File: config.mk
export PLATFORM = sky130hd
export DESIGN_NAME = updown_occupancy_counter
export DESIGN_NICKNAME = d
export VERILOG_FILES = /design/src/rtl/updown_occupancy_counter.sv
export SDC_FILE = /design/constraint.sdc
export NUM_CORES = 1
export LEC_CHECK = 0
export CORE_AREA = 2 2 42 44
export DETAILED_ROUTE_END_ITERATION = 8
export DIE_AREA = 0 0 44 46
export PLACE_DENSITY = 0.88
export SLEW_MARGIN = 5
export SYNTH_ARGS = -nofsm -noshare
export SYNTH_HDL_FRONTEND = slang
export SYNTH_SLANG_ARGS = --single-unit
File: constraint.sdc
create_clock -name clkup -period 2.7 [get_ports clkup]
set_input_delay 0.405 -clock clkup [delete_from_list [all_inputs] [get_ports clkup]]
set_output_delay 0.405 -clock clkup [all_outputs]
set_load 0.01 [all_outputs]
File: src/rtl/updown_occupancy_counter.sv
// updown_occupancy_counter: bounded up/down occupancy counter with load, wrap/saturate, level flags and violation alarm
module updown_occupancy_counter #(
    parameter int WIDTH     = 3,
    parameter int MAX_COUNT = 7,
    parameter int WRAP      = 0,
    parameter int AF_LEVEL  = 6,
    parameter int AE_LEVEL  = 1,
    parameter int ERR_W     = 4
) (
    input  logic             clkup,
    input  logic             reset,
    input  logic             inc,
    input  logic             dec,
    input  logic             load,
    input  logic [WIDTH-1:0] load_val,
    input  logic             alarm_clr,
    output logic [WIDTH-1:0] pcount,
    output logic             full_flag,
    output logic             empty_flag,
    output logic             almost_full,
    output logic             almost_empty,
    output logic             ovf,
    output logic             udf,
    output logic             alarm,
    output logic [ERR_W-1:0] err_cnt
);
    localparam logic [WIDTH-1:0] MAX_V = WIDTH'(MAX_COUNT);
    localparam bit WRAP_EN = WRAP != 0;
    logic [WIDTH-1:0] count_q, count_d;
    logic [ERR_W-1:0] err_q, err_d;
    logic ovf_q, ovf_d, udf_q, udf_d, alarm_q, alarm_d;
    logic at_max, at_zero, load_ok, up, dn, viol;
    always_comb begin
        at_max  = count_q == MAX_V;
        at_zero = count_q == '0;
        load_ok = load_val <= MAX_V;
        up      = !load && inc && !dec;
        dn      = !load && dec && !inc;
        // bound checks precede the +/-1, so the result never binary-wraps past MAX_COUNT
        count_d = load ? (load_ok ? load_val : MAX_V)
                : up   ? (at_max ? (WRAP_EN ? '0 : MAX_V) : count_q + 1'b1)
                : dn   ? (at_zero ? (WRAP_EN ? MAX_V : '0) : count_q - 1'b1)
                : count_q;
        ovf_d   = (load && !load_ok) || (up && at_max);
        udf_d   = dn && at_zero;
        viol    = (load && !load_ok) || (!WRAP_EN && ((up && at_max) || (dn && at_zero)));
        alarm_d = viol || (alarm_q && !alarm_clr);
        err_d   = (viol && err_q != '1) ? err_q + 1'b1 : err_q;
    end
    always_ff @(posedge clkup or posedge reset) begin
        if (reset) begin
            count_q <= '0;
            err_q   <= '0;
            ovf_q   <= 1'b0;
            udf_q   <= 1'b0;
            alarm_q <= 1'b0;
        end else begin
            count_q <= count_d;
            err_q   <= err_d;
            ovf_q   <= ovf_d;
            udf_q   <= udf_d;
            alarm_q <= alarm_d;
        end
    end
    assign pcount       = count_q;
    assign full_flag    = at_max;
    assign empty_flag   = at_zero;
    assign almost_full  = 32'(count_q) >= AF_LEVEL;
    assign almost_empty = 32'(count_q) <= AE_LEVEL;
    assign ovf          = ovf_q;
    assign udf          = udf_q;
    assign alarm        = alarm_q;
    assign err_cnt      = err_q;
endmodule
==> flow_summary.yaml, run 1 <==
status:
  status: "finished clean"
die:
  core_area_sq_mm: 0.00161
  die-area_sq_mm: 0.00202
  start_util: 0.424
  fp.dieW_um: 44
  pin_count: 23
  die_h_um: 46
  rows: 15
power:
  switching_share: 0.319
  clockPowerShare: 0.254
  p_sw_uw: 178
  p_seq_frac: 0.382
  leakage_uw: 0.000431
  ir_worst_vdd_v: 0.000371
  internal-power_uw: 379
  p_per_area_mw_per_mm2: 589
  power_uw: 557
  combPwrFrac: 0.365
clocking:
  htreeDepth: 1
  clock_sinks: 10
  cts_setup_buffers: 0
  clk_pin_slew_ns: 0.08
  max-clock-path-buffers: 2
  cts_tree: "done"
  cts_root_buffer: "clkbuf_4"
  clk_latency_ns: 0.28
  numCtsBuffers: 3
  ctsHoldBuffers: 0
  post_cts_resized: 0
drt:
  drt-total-wl_um: 1520
  ant_nets: 0
  vias: 592
  wl_per_cell_um: 13.7
  drt_first_pass_iters: 4
  drt_iter0_markers: 19
  drc_errors: 0
  vias_per_cell: 5.33
timing:
  tightest_slew_ns: 0.389
  period_share: 0.852
  clock_skew_ns: 0.00604
  hold_viol_final: 0
  fin_setup_tns_ns: 0
  maxSlewHeadroom: 0.740
  fmax_mhz: 435
  setup_viol: 0
  finalMaxSlewViolations: 0
  hold_slack_ns: 0.404
  period_needed_ns: 2.30
  rsz0062_at_grt: "false"
cells_and_area:
  final_common_cell: "clkdlybuf4s50_1"
  finalCoreUtilization: 0.586
  antenna_cells: 0
  num-nets-final: 111
  fin_area_sq_um: 946
  drive_above_1_share: 0.0851
  area.growth.synth_to_final_pct: 38.2
  fillers: 142
  final_cell_mix: "clkdlybuf4s50_1 (22), dfrtp_1 (10), inv_1 (7), ha_1 (7), nor2_1 (6)"
logic_synthesis:
  syn_inst: 71
  seq_area_frac_synth: 0.366
  syn-cell-area_sq_um: 684
  ys_types: 35
  yosys-top-cells-area: "dfrtp_1 (37%), ha_1 (13%), inv_1 (3.8%)"
  synth_top_area_frac: 0.366
  synthesis.nets: 87
  yosysWarnings: 0
  yosysTopAreaCell: "dfrtp_1"
  synth_area_per_cell_sq_um: 9.64
  synth_seq_cells: 10
hold_path:
  hold_class: "in -> async"
worst_setup_path:
  cpPeakStageDelay_ns: 0.57
  cp-end-kind: "output port"
  worstPathCellList: "inv_1 > ha_1 > ha_1 > clkdlybuf4s50_1"
  path_common_cell: "ha_1"
  crit_fanout: 5
  worstPathArrival_ns: 1.89
  required_ns: 2.30
  criticalPathCategory: "reg -> out"
  cp_slowest_cell: "clkdlybuf4s50_1"
  startpoint_type: "register"
global_route:
  antenna_found_initial: 0
  grt_max_degree: 12
  grt_overflow: 0
  track_usage: 0.168
  grt_pass1_wl_um: 2410
  grt_pass1_vias: 556
placed_design:
  io_buffers: 22
  dpl_cell_area_sq_um: 910
  finalWeightedCongestion: 0.861
  dp_hpwl_um: 1140
job:
  drv_cap: 0
## critical path, delay by kind of cell (launching register included)
family / cells / cell delay, ns
adders and majority gates: 2 / 0.49
buffers and inverters: 2 / 0.70
DFF: 1 / 0.42
## synth_stat cells (all sizes together)
| library cell | count |
|---|---|
| a21oi | 3 |
| nand3b | 2 |
| inv | 7 |
| o311ai | 1 |
| o22ai | 1 |
| xnor2 | 1 |
| nand2b | 3 |
| ha | 7 |
| and2b | 1 |
| and3b | 1 |
| nand4b | 1 |
| o41ai | 1 |
| o221ai | 1 |
| buf | 2 |
| o21ai | 1 |
| or3b | 2 |
| nor3 | 1 |
| and2 | 1 |
| and4b | 1 |
| a211oi | 1 |
| a22oi | 1 |
| and3 | 1 |
| nor3b | 1 |
| o211a | 1 |
| nand3 | 1 |
| nor2 | 6 |
| clkbuf | 1 |
| nor2b | 1 |
| nand2 | 4 |
| mux2 | 3 |
| a31oi | 2 |
| dfrtp | 10 |
## metrics by stage
step	instances	worst slack (ns)
global route	111	0.303
CTS	111	0.404
floorplan	71	0.843
global placement	107	0.695
detailed placement	107	0.682
finish	111	0.400
## final cells by class
type                            count  area [sq um]  area share
Inverter                            7          26.3      0.0278
Tap cell                           17          21.3      0.0225
Multi-Input combinational cell     51           392       0.414
Clock buffer                        4          36.3      0.0384
Sequential cell                    10           250       0.265
Timing Repair Buffer               22           220       0.233
## logic make-up (layout without fill, tap and decap cells)
| kind of cell | after synthesis | in the layout | synth area share |
|---|---|---|---|
| adders and majority gates | 7 | 7 | 0.128 |
| and+or+nand+nor | 27 | 27 | 0.239 |
| xor gates and xnor gates | 1 | 1 | 0.0128 |
| AOI/OAI and AO/OA | 13 | 13 | 0.137 |
| buffers and inverters | 10 | 33 | 0.0622 |
| muxes | 3 | 3 | 0.0548 |
| DFF | 10 | 10 | 0.366 |
## path summary, 6_finish.rpt
check,startpoint,to,slack [ns],depth (start not counted)
worst max-delay path,pcount[0]$_DFFE_PP0P_,empty_flag,0.40,4
worst min-delay path,reset,ovf$_DFF_PP0_,0.40,2
worst max register to register,pcount[0]$_DFFE_PP0P_,err_cnt[3]$_DFFE_PP0P_,0.77,6
worst min register to register,err_cnt[0]$_DFFE_PP0P_,err_cnt[0]$_DFFE_PP0P_,0.54,1
max in group asynchronous,reset,pcount[2]$_DFFE_PP0P_,2.01,2
min in group clkup,err_cnt[0]$_DFFE_PP0P_,err_cnt[0]$_DFFE_PP0P_,0.54,1
## flip-flops by register name, indices dropped and copies added (netlist names)
name and cells:
err_cnt 4, pcount 3, alarm 1, ovf 1, udf 1
## routing by layer
metal | wire, um | track usage | vias up
met5 | 0 | 0 | -
met4 | 38 | 0.0909 | 0
met3 | 115 | 0.0437 | 6
met2 | 682 | 0.265 | 28
met1 | 682 | 0.210 | 258
li1 | - | - | 300
## power by group through the flow
stage	Combinational, uW	Clock, uW	Sequential, uW
after detailed placement	204	0	215
after CTS	205	141	212
after global routing	222	147	219
after global placement	200	0	213
final	203	141	213
after floorplan	92.5	0	223
Power figures use the tool's default switching activity.
==> run 2: changes to the inputs <==
--- a/config.mk
+++ b/config.mk
@@ -9,6 +9,7 @@
 export DETAILED_ROUTE_END_ITERATION = 8
 export DIE_AREA = 0 0 44 46
 export PLACE_DENSITY = 0.88
+export SKIP_LAST_GASP = 1
 export SLEW_MARGIN = 5
 export SYNTH_ARGS = -nofsm -noshare
 export SYNTH_HDL_FRONTEND = slang
==> results of run 2 <==
Same layout as run 1: the final DEF is identical, and so are final timing and power.
